$ cat config.mk
export PLATFORM = sky130hd
export DESIGN_NAME = sig_meter_flat
export DESIGN_NICKNAME = d
export VERILOG_FILES = /design/src/rtl/sig_pkg.sv /design/src/rtl/sig_meter_if.sv /design/src/rtl/sig_meter_xdet.sv /design/src/rtl/sig_meter.sv /design/src/flat_wrapper.sv
export SDC_FILE = /design/constraint.sdc
export NUM_CORES = 1
export LEC_CHECK = 0
export BUFFER_PORTS_ARGS = -buffer_cell sky130_fd_sc_hd__buf_4
export CAP_MARGIN = 0
export CORE_ASPECT_RATIO = 0.8
export CORE_MARGIN = 2
export CORE_UTILIZATION = 63
export CTS_CLUSTER_SIZE = 30
export DETAILED_ROUTE_END_ITERATION = 12
export GPL_ROUTABILITY_DRIVEN = 1
export PLACE_DENSITY = 0.93
export SLEW_MARGIN = 40
export SYNTH_ARGS = -nofsm -noshare
export SYNTH_HDL_FRONTEND = slang
export SYNTH_SLANG_ARGS = --single-unit
$ cat constraint.sdc
create_clock -name clk -period 4.3 [get_ports clk]
set_input_delay 0.215 -clock clk [delete_from_list [all_inputs] [get_ports clk]]
set_output_delay 0.215 -clock clk [all_outputs]
set_load 0.01 [all_outputs]
$ cat src/rtl/sig_pkg.sv
// rtl/sig_pkg.sv - types shared by the signal generator and the signal meter
package sig_pkg;

  typedef enum logic [1:0] {
    IDLE    = 2'd0,
    ARM     = 2'd1,
    MEASURE = 2'd2
  } meter_state_t;

  typedef enum logic [1:0] {
    SIG_SQUARE   = 2'd0,
    SIG_TRIANGLE = 2'd1,
    SIG_SAW      = 2'd2,
    SIG_SINE     = 2'd3
  } signal_t;

endpackage

$ cat src/rtl/sig_meter_if.sv
// rtl/sig_meter_if.sv - measurement result port (valid/ready plus status flags)
interface sig_meter_if #(
  parameter int DATA_W = 8,
  parameter int CNT_W  = 32
);

  logic              meas_valid;
  logic              meas_ready;
  logic [CNT_W-1:0]  period;
  logic [CNT_W-1:0]  high_time;
  logic [DATA_W-1:0] sample_min;
  logic [DATA_W-1:0] sample_max;
  logic              overrun;
  logic              no_signal;

  modport master (
    output meas_valid, period, high_time, sample_min, sample_max, overrun, no_signal,
    input  meas_ready
  );

  modport slave (
    input  meas_valid, period, high_time, sample_min, sample_max, overrun, no_signal,
    output meas_ready
  );

endinterface

$ cat src/rtl/sig_meter_xdet.sv
// rtl/sig_meter_xdet.sv - hysteresis comparator with level register, emits rise/fall pulses
module sig_meter_xdet #(
  parameter int DATA_W = 8,
  parameter int HYST   = 8
) (
  input  logic              clk,
  input  logic              rst_n,
  input  logic              clear,
  input  logic [DATA_W-1:0] sample,
  input  logic [DATA_W-1:0] threshold,
  output logic              rise,
  output logic              fall
);

  localparam logic [DATA_W:0] HYST_EXT = (DATA_W+1)'(HYST);

  logic [DATA_W:0]   hi_sum;
  logic [DATA_W:0]   lo_diff;
  logic [DATA_W-1:0] hi_lim;
  logic [DATA_W-1:0] lo_lim;
  logic              level;

  // Guard bit catches carry/borrow so the band saturates at the sample range ends.
  always_comb begin
    hi_sum  = {1'b0, threshold} + HYST_EXT;
    lo_diff = {1'b0, threshold} - HYST_EXT;
    hi_lim  = hi_sum[DATA_W]  ? '1 : hi_sum[DATA_W-1:0];
    lo_lim  = lo_diff[DATA_W] ? '0 : lo_diff[DATA_W-1:0];
  end

  assign rise = !clear && !level && (sample >= hi_lim);
  assign fall = !clear &&  level && (sample <= lo_lim);

  always_ff @(posedge clk or negedge rst_n) begin
    if (!rst_n) begin
      level <= 1'b0;
    end else if (clear) begin
      level <= 1'b0;
    end else if (rise) begin
      level <= 1'b1;
    end else if (fall) begin
      level <= 1'b0;
    end
  end

endmodule

$ cat src/rtl/sig_meter.sv
// rtl/sig_meter.sv - recovers period, high time and min/max of a sampled waveform
module sig_meter
  import sig_pkg::*;
#(
  parameter int DATA_W  = 8,
  parameter int CNT_W   = 32,
  parameter int HYST    = 8,
  parameter int TIMEOUT = 1000000
) (
  input  logic              clk,
  input  logic              rst_n,
  input  logic              enable,
  input  logic [DATA_W-1:0] sample,
  input  logic [DATA_W-1:0] threshold,
  sig_meter_if.master       meas
);

  localparam int              TO_W    = $clog2(TIMEOUT + 1);
  localparam logic [TO_W-1:0] TO_LAST = TO_W'(TIMEOUT - 1);

  meter_state_t      state;
  meter_state_t      state_d;
  logic              rise;
  logic              fall;
  logic              timeout;
  logic              publish;
  logic              accept;
  logic [CNT_W-1:0]  cnt;
  logic [CNT_W-1:0]  ht;
  logic              hi_seen;
  logic [DATA_W-1:0] cur_min;
  logic [DATA_W-1:0] cur_max;
  logic [DATA_W-1:0] pub_min;
  logic [DATA_W-1:0] pub_max;
  logic [TO_W-1:0]   tcnt;

  sig_meter_xdet #(
    .DATA_W (DATA_W),
    .HYST   (HYST)
  ) u_xdet (
    .clk       (clk),
    .rst_n     (rst_n),
    .clear     (state == IDLE),
    .sample    (sample),
    .threshold (threshold),
    .rise      (rise),
    .fall      (fall)
  );

  assign accept  = meas.meas_valid & meas.meas_ready;
  assign pub_min = (sample < cur_min) ? sample : cur_min;
  assign pub_max = (sample > cur_max) ? sample : cur_max;

  always_ff @(posedge clk or negedge rst_n) begin
    if (!rst_n) begin
      state <= IDLE;
    end else begin
      state <= state_d;
    end
  end

  always_comb begin
    state_d = state;
    timeout = 1'b0;
    publish = 1'b0;
    case (state)
      IDLE: begin
        if (enable) state_d = ARM;
      end
      ARM, MEASURE: begin
        if (!enable) begin
          state_d = IDLE;
        end else if (rise) begin
          state_d = MEASURE;
          publish = (state == MEASURE);
        end else if (tcnt == TO_LAST) begin
          timeout = 1'b1;
          state_d = ARM;
        end
      end
      default: state_d = IDLE;
    endcase
  end

  // ht stays 0 until the first falling crossing, so it can be published as-is.
  always_ff @(posedge clk or negedge rst_n) begin
    if (!rst_n) begin
      cnt     <= '0;
      ht      <= '0;
      hi_seen <= 1'b0;
      cur_min <= '0;
      cur_max <= '0;
      tcnt    <= '0;
    end else if (state == IDLE || !enable) begin
      cnt     <= '0;
      ht      <= '0;
      hi_seen <= 1'b0;
      tcnt    <= '0;
    end else begin
      if (rise || timeout) begin
        tcnt <= '0;
      end else begin
        tcnt <= tcnt + 1'b1;
      end
      if (rise) begin
        cnt     <= CNT_W'(1);
        ht      <= '0;
        hi_seen <= 1'b0;
        cur_min <= sample;
        cur_max <= sample;
      end else if (state == MEASURE) begin
        if (cnt != '1) cnt <= cnt + 1'b1;
        cur_min <= pub_min;
        cur_max <= pub_max;
        if (fall && !hi_seen) begin
          ht      <= cnt;
          hi_seen <= 1'b1;
        end
      end
    end
  end

  // A result that finds the previous one still unread is dropped, never merged.
  always_ff @(posedge clk or negedge rst_n) begin
    if (!rst_n) begin
      meas.meas_valid <= 1'b0;
      meas.period     <= '0;
      meas.high_time  <= '0;
      meas.sample_min <= '0;
      meas.sample_max <= '0;
      meas.overrun    <= 1'b0;
      meas.no_signal  <= 1'b0;
    end else begin
      if (publish) begin
        if (meas.meas_valid && !meas.meas_ready) begin
          meas.overrun <= 1'b1;
        end else begin
          meas.meas_valid <= 1'b1;
          meas.period     <= cnt;
          meas.high_time  <= ht;
          meas.sample_min <= pub_min;
          meas.sample_max <= pub_max;
        end
      end else if (accept) begin
        meas.meas_valid <= 1'b0;
      end
      if (accept) meas.overrun <= 1'b0;
      if (rise && enable) begin
        meas.no_signal <= 1'b0;
      end else if (timeout) begin
        meas.no_signal <= 1'b1;
      end
    end
  end

endmodule

$ cat src/flat_wrapper.sv
// flat-port wrapper written by rule: the top's interface ports become plain ports
module sig_meter_flat import sig_pkg::*;
#(
  parameter int DATA_W  = 8,
  parameter int CNT_W   = 32,
  parameter int HYST    = 8,
  parameter int TIMEOUT = 1000000
)
  (clk, rst_n, enable, sample, threshold, meas_meas_valid, meas_period, meas_high_time, meas_sample_min, meas_sample_max, meas_overrun, meas_no_signal, meas_meas_ready);
  sig_meter_if #(.DATA_W(DATA_W), .CNT_W(CNT_W)) meas_i ();
  input  logic clk;
  input  logic rst_n;
  input  logic enable;
  input  logic [DATA_W-1:0] sample;
  input  logic [DATA_W-1:0] threshold;
  output wire logic [$bits(meas_i.meas_valid)-1:0] meas_meas_valid;
  output wire logic [$bits(meas_i.period)-1:0] meas_period;
  output wire logic [$bits(meas_i.high_time)-1:0] meas_high_time;
  output wire logic [$bits(meas_i.sample_min)-1:0] meas_sample_min;
  output wire logic [$bits(meas_i.sample_max)-1:0] meas_sample_max;
  output wire logic [$bits(meas_i.overrun)-1:0] meas_overrun;
  output wire logic [$bits(meas_i.no_signal)-1:0] meas_no_signal;
  input wire logic [$bits(meas_i.meas_ready)-1:0] meas_meas_ready;
  assign meas_meas_valid = meas_i.meas_valid;
  assign meas_period = meas_i.period;
  assign meas_high_time = meas_i.high_time;
  assign meas_sample_min = meas_i.sample_min;
  assign meas_sample_max = meas_i.sample_max;
  assign meas_overrun = meas_i.overrun;
  assign meas_no_signal = meas_i.no_signal;
  assign meas_i.meas_ready = meas_meas_ready;
  sig_meter #(.DATA_W(DATA_W), .CNT_W(CNT_W), .HYST(HYST), .TIMEOUT(TIMEOUT)) u_core (.clk(clk), .rst_n(rst_n), .enable(enable), .sample(sample), .threshold(threshold), .meas(meas_i));
endmodule
[Word level (Yosys, flattened, before mapping)]
Index checks and enable logic that the tools add are counted.
Storage, ports and cells
  logic and storage cells: 109
  bits of input ports: 20
  output and inout bits: 83
  register bits: 187
Cells by class
  add/subtract/negate cells: 4
  muxes and demuxes: 45
  eq/ne operators: 7
  order comparisons: 4
  bitwise gates (word level): 3
  reduce and logical (&&, ||, !) cells: 31
Operators by type and width (number)
  $mux 32: 8
  $mux 8: 8
  $mux 20: 2
  $add 32x1->32 const B: 1
  $ne 32x32->1 const B: 1
  $mux 1: 22
  $add 20x1->20 const B: 1
  $eq 20x20->1 const B: 1
  $reduce_and 2->1: 7
  $reduce_bool 3->1: 4
  $add 8x4->9 const B: 1
  $sub 8x4->9 const B: 1
  $ge 8x8->1: 1
  $gt 8x8->1: 1
  $le 8x8->1: 1
  $lt 8x8->1: 1
  $mux 2: 4
  $reduce_bool 2->1: 4
  $logic_and 1x1->1: 7
  $logic_not 1->1: 5
  $ne 2x2->1 const B: 2
  $ne 4x2->1 const B: 1
  $pmux 2 s2: 1
  $eq 2x1->1 const B: 1
  other kinds (6): 8

[Depth between registers and ports, before layout]
Gate-level depths: netlist of run 1.
  word-level depth: 10
  mapped depth: 13
  gate-level depth less buffers: 11

[Hierarchy]
Synthesis of run 1 repeated with hierarchy kept, for this count alone.
Unflattened totals
  cell total of the unflattened synthesis: 860
  area total of the unflattened synthesis: 9161.3 µm²
Modules (own cells, without submodules)
  sig_meter: cells each 776, area each 8534.4 µm², seq. area each 4654.5 µm², instances 1
  sig_meter_xdet: cells each 84, area each 626.9 µm², seq. area each 25.0 µm², instances 1

[Least setup slack after synthesis of run 1]
OpenSTA, ideal clock, no wires.
  path type: input port to flip-flop
  start: in threshold[5]
  end: reg u_core.meas.high_time[25]
  path slack: 1.372 ns
  arrival: 2.800 ns
  path buffers: 3
  stages: 12
  library setup time: 0.127 ns
  data required time: 4.173 ns
  cells stage by stage: clkbuf_1 > nand4_1 > nor2_1 > or2_2 > ha_1 > nand2b_4 > a2111o_1 > a221o_2 > nand3_4 > buf_6 > buf_6 > mux2_1
Between the ends
  word-level cells in the longest chain between the ends: 8
RTL lines
  from (decl): RTL line flat_wrapper.sv:15  | input logic [DATA_W-1:0] threshold;
  $add 8x4->9: RTL line sig_meter_xdet.sv:25  | hi_sum = {1'b0, threshold} + HYST_EXT;
  $mux 8: RTL line sig_meter_xdet.sv:27  | hi_lim = hi_sum[DATA_W] ? '1 : hi_sum[DATA_W-1:0];
  $ge 8x8->1: RTL line sig_meter_xdet.sv:31  | assign rise = !clear && !level && (sample >= hi_lim);
  $logic_and 1x1->1: RTL line sig_meter_xdet.sv:31
  $mux 1: RTL line sig_meter.sv:73  | end else if (rise) begin
  $mux 1: RTL line sig_meter.sv:71  | if (!enable) begin
  $mux 1: RTL line sig_meter.sv:66  | case (state)
  $reduce_and 2->1 (no source line)
  to (signal assigned): RTL line sig_meter.sv:140  | meas.high_time <= ht;
  to (decl): RTL line sig_meter_if.sv:17  | output meas_valid, period, high_time, sample_min, sample_max, overrun, no_signal,
No other way between the ends.
A chain may end at the register's enable or synchronous reset.

[Worst setup path after layout of run 1]
  start: in threshold[5]
  end: reg u_core.meas.period[14]
Between the ends
  word-level cells in the longest chain between the ends: 8
RTL lines
  $add 8x4->9: RTL line sig_meter_xdet.sv:25
  $mux 8: RTL line sig_meter_xdet.sv:27
  $ge 8x8->1: RTL line sig_meter_xdet.sv:31
  $logic_and 1x1->1: RTL line sig_meter_xdet.sv:31
  $mux 1: RTL line sig_meter.sv:73
  $mux 1: RTL line sig_meter.sv:71
  $mux 1: RTL line sig_meter.sv:66
  $reduce_and 2->1 (no source line)
  to (signal assigned): RTL line sig_meter.sv:139  | meas.period <= cnt;
  to (decl): RTL line sig_meter_if.sv:17
No other way between the ends.

==> flow_summary.ini, run 1 <==
[routing]
via_per_inst = 6.107
dr.pass1.iters = 4
vias = 6877
drt-initial-drc-count = 735
wl_per_cell_um = 18.67
drc = 0
final_antenna_net_count = 0
drt_wl_total_um = 21030

[die]
core-area_um2 = 14100
die-area_um2 = 15240
dieWidth_um = 137.5
die_height_um = 110.8
boundaryPins = 103
start_util_pct = 63.73
rows = 39

[synthesis]
syn-num-nets = 892
syn_avg_cell_area_um2 = 10.78
synthSimpleGateAreaFrac_pct = 15.22
yosys-top-cells-count = dfrtp_1, mux2_2, nor2_1
synth.area.mux_share_pct = 11.01
ys_seq_elements = 187
post-synth-top-count-cell = dfrtp_1
yosys.area_share.adder_pct = 5.290
yosys_warnings = 0
synth_area_um2 = 8987
synth.top_cells.by_area = dfrtp_1, mux2_2, ha_1
synth-compound-area-share_pct = 8.158
synthXorXnorAreaFrac_pct = 5.068
yosys_most_used_dff = dfrtp_1
synth-edff-count = 0
synth_top_family_by_area = simple AND/OR/NAND/NOR gates
yosysUniqueCellTypes = 52
synth.top_cell.area_share_pct = 52.07
netlist_instances = 834
ys_seq_area_share_pct = 52.07
synthArstFlopShare_pct = 100.0
yosysTopAreaCell = dfrtp_1

[clocking]
cts_buffer_depth = 2
cts_resized = 0
cts_tree = yes
root_buffer = clkbuf_16
htreeDepth = 4
insertion_delay_ps = 440
clk_pin_slew_worst_paths_ps = 60
numCtsBuffers = 17
cts_sinks = 187

[setup_path]
startpoint_type = input port
r2r-end = u_core.meas.period[14]$_DFFE_PN0P_
cp.required_ps = 4620
reg2reg_depth = 7
critPathKind = in -> reg
rr_startpoint = u_core.state[0]$_DFFE_PN0P_
reg2reg_slack_ps = 1610
cp-end-kind = flop
critPathArrivalTime_ps = 3380
cp_max_fo = 28

[grt]
grt-ovfl-total = 0
grt_max_degree = 74
grt_usage_pct = 28.77
grt_pass1_vias = 6634
grt_first_pass_wirelength_um = 34000
antenna_found_initial = 0

[sta]
hold_viol_final = 0
final-max-slew-violation-count = 0
setup_viol = 0
worstMarginPinSlew_ps = 733.1
clock_skew_ps = 8.951
period_share_pct = 71.22
setup_tns_ps = 0
min_period_ps = 3063
max_freq_mhz = 326.5
rsz0062_at_grt = false
relSlewSlack_pct = 51.13

[power]
power_frac_comb_pct = 19.4
powerDensity_nw_per_um2 = 403.8
p_seq_share_pct = 45.4
ir_drop_mv = 0.3248
clockPowerShare_pct = 35.2
power.leakage_nw = 4.963
p_sw_share_pct = 29.07
power.net_switching_mw = 1.234
p_int_mw = 3.012

[place]
post-dp-hpwl_um = 13580
routabilityCongestion = 0.8755
io_buffers = 102

[worst_hold_path]
min-delay-start = enable
hold_depth = 2
hold_class = in -> reg
hold_end = u_core.meas.no_signal$_DFFE_PN0P_

[finish]
syn_to_final_growth_pct = 17.03
fin_util_pct = 74.58
fin_nets = 987
diodes = 0
drive_above_1_share_pct = 24.73

[job]
maxCapViolations = 0

[run_status]
outcome = completed
power groups by stage:
stage               clock network [mW]  logic [mW]  registers, mW
floorplan                            0       0.564           1.94
global placement                     0       0.763           1.95
detailed placement                   0       0.804           1.95
CTS                               1.51       0.820           1.92
global route                      1.59       0.919           1.94
finish                            1.50       0.824           1.93
registers in the layout, indices dropped and copies added (netlist names):
signal,cells
u_core.meas.meas_valid,1
u_core.hi_seen,1
u_core.meas.period,32
u_core.meas.no_signal,1
u_core.meas.overrun,1
u_core.cur_max,8
u_core.meas.sample_min,8
u_core.tcnt,20
u_core.meas.high_time,32
u_core.meas.sample_max,8
u_core.u_xdet.level,1
u_core.cnt,32
u_core.ht,32
u_core.state,2
u_core.cur_min,8
worst max-delay path: stages:
cell and delay [ps]:
buf_4 120, nand4_1 130, nor2_1 370, or2_2 190, ha_1 210, nand2b_4 130, a2111o_1 410, a221o_2 430
nand3_4 350, buf_4 400, mux2_2 400
final cells by class:
class | instances | area [µm²]
Tap cell | 184 | 230.2
Sequential cell | 187 | 4679
Clock inverter | 11 | 93.84
Fill cell | 894 | 3585
Clock buffer | 21 | 470.5
Timing Repair Buffer | 116 | 915.9
Inverter | 23 | 86.33
Multi-Input combinational cell | 584 | 4041
kinds of logic after synthesis:
kind of cell,count (synthesis)
adder cells (fa/ha/maj),38
AO/OA/AOI/OAI,134
AND/OR/NAND/NOR,271
buffers and inverters,63
multiplexers,89
flip-flops,187
XOR/XNOR,52
routing by layer:
layer  wire length (µm)  share of wire (%)  vias up  global-route usage (%)
li1                   -                  -     3127                       -
met1               9067                 43     3400                   40.42
met2              10000                 48      307                   44.21
met3               1526                7.3       43                   6.904
met4                431                2.0        0                   9.828
met5                  0                  0        -                       0
per-stage QoR:
stage	setup slack, ps	hold slack, ps	total power [mW]	cells	cell area (µm²)
after global routing	1138	17.46	4.442	1126	10520
final	1237	25.24	4.247	1126	10520
after detailed placement	864.6	137.4	2.759	1092	9925
after floorplan	1372	-80.59	2.504	834	8987
after global placement	1010	408.3	2.709	1091	9888
after CTS	1299	17.88	4.256	1126	10510
how the worst max path moves through the flow:
stage / from / to / slack [ps]
6_report: threshold[5] / u_core.meas.period[14]$_DFFE_PN0P_ / 1240
5_1_grt: threshold[5] / u_core.meas.period[14]$_DFFE_PN0P_ / 1140
4_1_cts: threshold[5] / u_core.meas.period[14]$_DFFE_PN0P_ / 1300
3_5_place_dp: threshold[5] / u_core.meas.period[24]$_DFFE_PN0P_ / 860
3_3_place_gp: threshold[5] / u_core.meas.high_time[22]$_DFFE_PN0P_ / 1010
2_1_floorplan: threshold[5] / u_core.meas.high_time[25]$_DFFE_PN0P_ / 1370
cell usage in the layout, fill, tap and decap left out, types with 3 or more instances in the layout:
cell type | Yosys | layout
buf_4 | 6 | 111
inv_1 | 23 | 23
xnor2_1 | 27 | 27
mux2_2 | 73 | 73
ha_1 | 38 | 38
clkinvlp_4 | 0 | 4
nor4_1 | 5 | 5
dfrtp_1 | 187 | 187
clkbuf_8 | 0 | 3
nor2b_1 | 5 | 5
nor2_1 | 72 | 72
nand3_1 | 57 | 56
clkbuf_16 | 0 | 17
and4_1 | 5 | 5
o21ai_0 | 57 | 57
clkinv_2 | 0 | 5
nor4b_1 | 5 | 5
nand4_1 | 21 | 21
nor3_1 | 12 | 12
mux2_1 | 6 | 6
and2_1 | 5 | 5
and3_1 | 15 | 15
xor2_1 | 25 | 25
mux2i_1 | 10 | 10
nand2_1 | 50 | 50
a21oi_1 | 61 | 61
nand2b_1 | 3 | 3
what timing repair did:
action	CTS	global route
setup buffers	0	0
hold buffers	2	0
endpoints found under the hold margin	46	0
Power figures use the tool's default switching activity.
==> run 2: changes to the inputs <==
- CORE_UTILIZATION: 63 -> 53
- PLACE_DENSITY: 0.93 -> 0.84
- clock period: 4.3 -> 2.51 ns (I/O delays scaled with it)
==> flow_summary.ini, run 2 (synthesized netlist as in run 1, its figures left out) <==
[place]
routabilityCongestion = 0.8422
io_buffers = 102
dpl_cell_area_um2 = 10380
post-dp-hpwl_um = 14560

[power]
p_sw_share_pct = 28.88
p_int_mw = 5.388
power.net_switching_mw = 2.188
ir_drop_mv = 0.4830
p_seq_share_pct = 43.8
powerDensity_nw_per_um2 = 688.7
power_frac_comb_pct = 20.7
power.leakage_nw = 5.217
clockPowerShare_pct = 35.5

[grt]
grt_usage_pct = 24.51
grt_max_degree = 62
antenna_found_initial = 0
grt_first_pass_wirelength_um = 34870
grt-ovfl-total = 0
grt_pass1_vias = 6831

[sta]
relSlewSlack_pct = 57.20
rsz0062_at_grt = false
min_period_ps = 2240
setup_viol = 0
period_share_pct = 89.23
worstMarginPinSlew_ps = 633.1
final-max-slew-violation-count = 0
hold_viol_final = 0
hold_slack_ps = 28.47
max_freq_mhz = 446.5
clock_skew_ps = 10.46

[setup_path]
cp.required_ps = 2820
critPathArrivalTime_ps = 2550
critPathKind = in -> reg
startpoint_type = input port
reg2reg_depth = 9
cp_max_fo = 32
cp-end-kind = flop

[clocking]
htreeDepth = 4
cts_resized = 0
numCtsBuffers = 17
insertion_delay_ps = 430
cts_buffer_depth = 2
cts_setup_buffers = 0
cts_sinks = 187
cts_tree = yes
clk_pin_slew_worst_paths_ps = 70
root_buffer = clkbuf_16

[routing]
drc = 0
drt_wl_total_um = 21070
wl_per_cell_um = 17.63
drt-initial-drc-count = 571
final_antenna_net_count = 0
dr.pass1.iters = 8
via_per_inst = 5.736
vias = 6855

[finish]
drive_above_1_share_pct = 27.90
syn_to_final_growth_pct = 22.39
diodes = 0
fillers = 1184
mostFrequentLayoutCell = dfrtp_1
fin_nets = 1020
final_cell_mix = dfrtp_1, buf_4, nor2_1, mux2_2, a21oi_1
stdcell_area_um2 = 11000

[job]
maxCapViolations = 0

[die]
die_height_um = 120.5
core-area_um2 = 16550
boundaryPins = 103
die-area_um2 = 18020
start_util_pct = 54.29
dieWidth_um = 149.6
rows = 42

[worst_hold_path]
hold_depth = 2
hold_class = in -> reg

[run_status]
outcome = completed
## run 2: repair_timing
action / in CTS / in global routing
endpoints found under the setup margin: 0 / 0
hold endpoints to repair: 59 / 0
hold buffers: 3 / 0
## run 2: worst paths after layout
path	slack, ps	start	endpoint
max	270	threshold[3]	u_core.ht[1]$_DFFE_PN0P_
min	30	sample[4]	u_core.cur_min[4]$_DFFE_PN0P_
max reg2reg	270	u_core.cur_min[2]$_DFFE_PN0P_	u_core.cur_min[0]$_DFFE_PN0P_
min reg2reg	490	u_core.meas.sample_min[7]$_DFFE_PN0P_	u_core.meas.sample_min[7]$_DFFE_PN0P_
max in group asynchronous	1540	rst_n	u_core.meas.sample_max[7]$_DFFE_PN0P_
min in group asynchronous	240	rst_n	u_core.ht[24]$_DFFE_PN0P_
## run 2: final cells by class
class | count | area (µm²) | share of cell area [%]
timing repair buffer | 149 | 1267 | 11.52
multi-input combinational | 584 | 4098 | 37.25
clock inverter | 12 | 136.4 | 1.240
clock buffer | 20 | 456.7 | 4.152
sequential | 187 | 4679 | 42.54
tap | 220 | 275.3 | 2.503
inverter | 23 | 86.33 | 0.7849
## run 2: metrics by stage
stage          setup TNS, ps  setup slack, ps  cells  utilization (%)  power [mW]
6_report                   0            270.3   1195            66.45       7.576
5_1_grt                    0            87.64   1195            66.45       7.916
4_1_cts                    0            263.0   1195            66.45       7.601
3_5_place_dp          -19370           -193.1   1160            62.68       4.892
3_3_place_gp          -12060           -124.3   1160            62.68       4.824
2_1_floorplan          -3686           -110.4    834                -       4.343
## run 2: critical path, stage by stage
cell	delay [ps]
buf_4	130
or3_1	400
or3_1	420
nand2_1	110
ha_1	230
nor2b_1	130
o211ai_1	170
a21oi_1	120
o22a_1	210
buf_12	170
o21ai_0	220
a21oi_1	100
## run 2: power by group through the flow
stage	clock network, mW	registers (mW)	logic, mW
after CTS	2.73	3.31	1.57
final	2.69	3.32	1.57
after detailed placement	0	3.36	1.53
after global placement	0	3.35	1.48
after floorplan	0	3.33	1.02
after global routing	2.86	3.33	1.73
## run 2: routing by layer
metal	global-route usage (%)	vias to the layer above	wire, µm
met5	0	-	0
met4	7.143	0	287
met3	5.245	26	1060
met2	37.76	191	9798
met1	35.24	3439	9919
li1	-	3199	-
==> run 3: changes to the inputs <==
- GPL_TIMING_DRIVEN: default -> 0
==> flow_summary.ini, run 3 (synthesized netlist as in run 1, its figures left out) <==
[routing]
drt_wl_total_um = 21340
wl_per_cell_um = 17.91
final_antenna_net_count = 0
vias = 6939
drc = 0
dr.pass1.iters = 5
drt-initial-drc-count = 574
via_per_inst = 5.821

[sta]
hold_slack_ps = 18.69
setup_viol = 0
rsz0062_at_grt = false
max_freq_mhz = 412.5
period_share_pct = 96.57
worstMarginPinSlew_ps = 582.7
worst_slack_ps = 86.02
final-max-slew-violation-count = 0
min_period_ps = 2424
relSlewSlack_pct = 60.85
hold_viol_final = 0
clock_skew_ps = 17.03

[finish]
stdcell_area_um2 = 10900
mostFrequentLayoutCell = dfrtp_1
syn_to_final_growth_pct = 21.27
diodes = 0
final_cell_mix = dfrtp_1, buf_4, nor2_1, mux2_2, a21oi_1
drive_above_1_share_pct = 26.85
fin_util_pct = 65.84
fin_nets = 1017
fillers = 1261

[power]
power_frac_comb_pct = 19.5
power.net_switching_mw = 2.317
p_int_mw = 5.228
ir_drop_mv = 0.5413
power.leakage_nw = 5.148
p_sw_share_pct = 30.71
powerDensity_nw_per_um2 = 692.2
clockPowerShare_pct = 36.8
p_seq_share_pct = 43.7

[run_status]
outcome = completed

[clocking]
numCtsBuffers = 17
insertion_delay_ps = 450
htreeDepth = 4
root_buffer = clkbuf_16
cts_tree = yes
clk_pin_slew_worst_paths_ps = 80
cts_sinks = 187
cts_buffer_depth = 2

[place]
io_buffers = 100
dpl_worst_slack_ps = -601.1
post-dp-hpwl_um = 14730
routabilityCongestion = 0.8395
dpl_cell_area_um2 = 10170

[die]
start_util_pct = 54.29
die-area_um2 = 18020
die_height_um = 120.5
core-area_um2 = 16550
boundaryPins = 103
rows = 42
dieWidth_um = 149.6

[setup_path]
critPathArrivalTime_ps = 2750
cp.required_ps = 2840
critPathKind = in -> reg
cp_max_fo = 10
cp-end-kind = flop
startpoint_type = input port

[grt]
grt_pass1_vias = 6749
grt_first_pass_wirelength_um = 34380
grt_usage_pct = 24.41
grt_max_degree = 78
grt-ovfl-total = 0
antenna_found_initial = 0

[job]
maxCapViolations = 0

[worst_hold_path]
hold_class = in -> reg
run 3: critical path: stages:
cell,delay (ps)
buf_4,130
nand4_1,170
nor2_4,200
or2_4,160
ha_4,180
nand2b_4,120
a2111o_1,360
a221o_2,480
nand3_4,170
buf_6,180
buf_8,160
mux2_4,300
run 3: layer usage:
layer  vias up  wire length, µm  GRT usage, %
met4         0              321         8.274
met1      3465             9845         35.20
li1       3196                -             -
met5         -                0             0
met3        33             1365         4.868
met2       245             9812         37.16
run 3: final timing paths:
path	from	end	slack, ps	cells after the start
min reg2reg	u_core.meas.sample_min[3]$_DFFE_PN0P_	u_core.meas.sample_min[3]$_DFFE_PN0P_	480	2
max	threshold[6]	u_core.meas.high_time[26]$_DFFE_PN0P_	90	12
min	sample[1]	u_core.cur_min[1]$_DFFE_PN0P_	20	2
max reg2reg	u_core.state[0]$_DFFE_PN0P_	u_core.ht[16]$_DFFE_PN0P_	170	8
max in group asynchronous	rst_n	u_core.tcnt[19]$_DFF_PN0_	1260	4
min in group asynchronous	rst_n	u_core.ht[20]$_DFFE_PN0P_	200	2
run 3: timing repair:
| action | in CTS | in global routing |
|---|---|---|
| pin swaps | 0 | 4 |
| gates resized for setup | 5 | 31 |
| endpoints found under the setup margin | 30 | 97 |
| setup buffers | 1 | 0 |
| gates cloned | 0 | 0 |
| hold endpoints to repair | 67 | 0 |
| hold buffers | 4 | 0 |
run 3: stage by stage:
| step | power (mW) | setup TNS, ps | std cells |
|---|---|---|---|
| after global placement | 4.700 | -53380 | 1154 |
| after CTS | 7.554 | 0 | 1193 |
| after global routing | 7.897 | 0 | 1192 |
| after detailed placement | 4.768 | -64590 | 1156 |
| after floorplan | 4.343 | -3686 | 834 |
| final | 7.544 | 0 | 1192 |
run 3: power by group through the flow:
stage               clock, mW  sequential (mW)  combinational [mW]
CTS                      2.81             3.29                1.45
floorplan                   0             3.33                1.02
detailed placement          0             3.35                1.42
global placement            0             3.35                1.35
global route             2.94             3.31                1.64
finish                   2.78             3.30                1.47
run 3: area by class of cell:
cell class	count	area (µm²)	area share [%]
flip-flops and latches	187	4679	42.93
multi-input cells	584	4133	37.92
repair buffers	107	860.8	7.898
clock buffers	17	425.4	3.903
well taps	220	275.3	2.526
plain buffers	39	242.7	2.227
clock inverters	15	196.4	1.802
inverters	23	86.33	0.7921
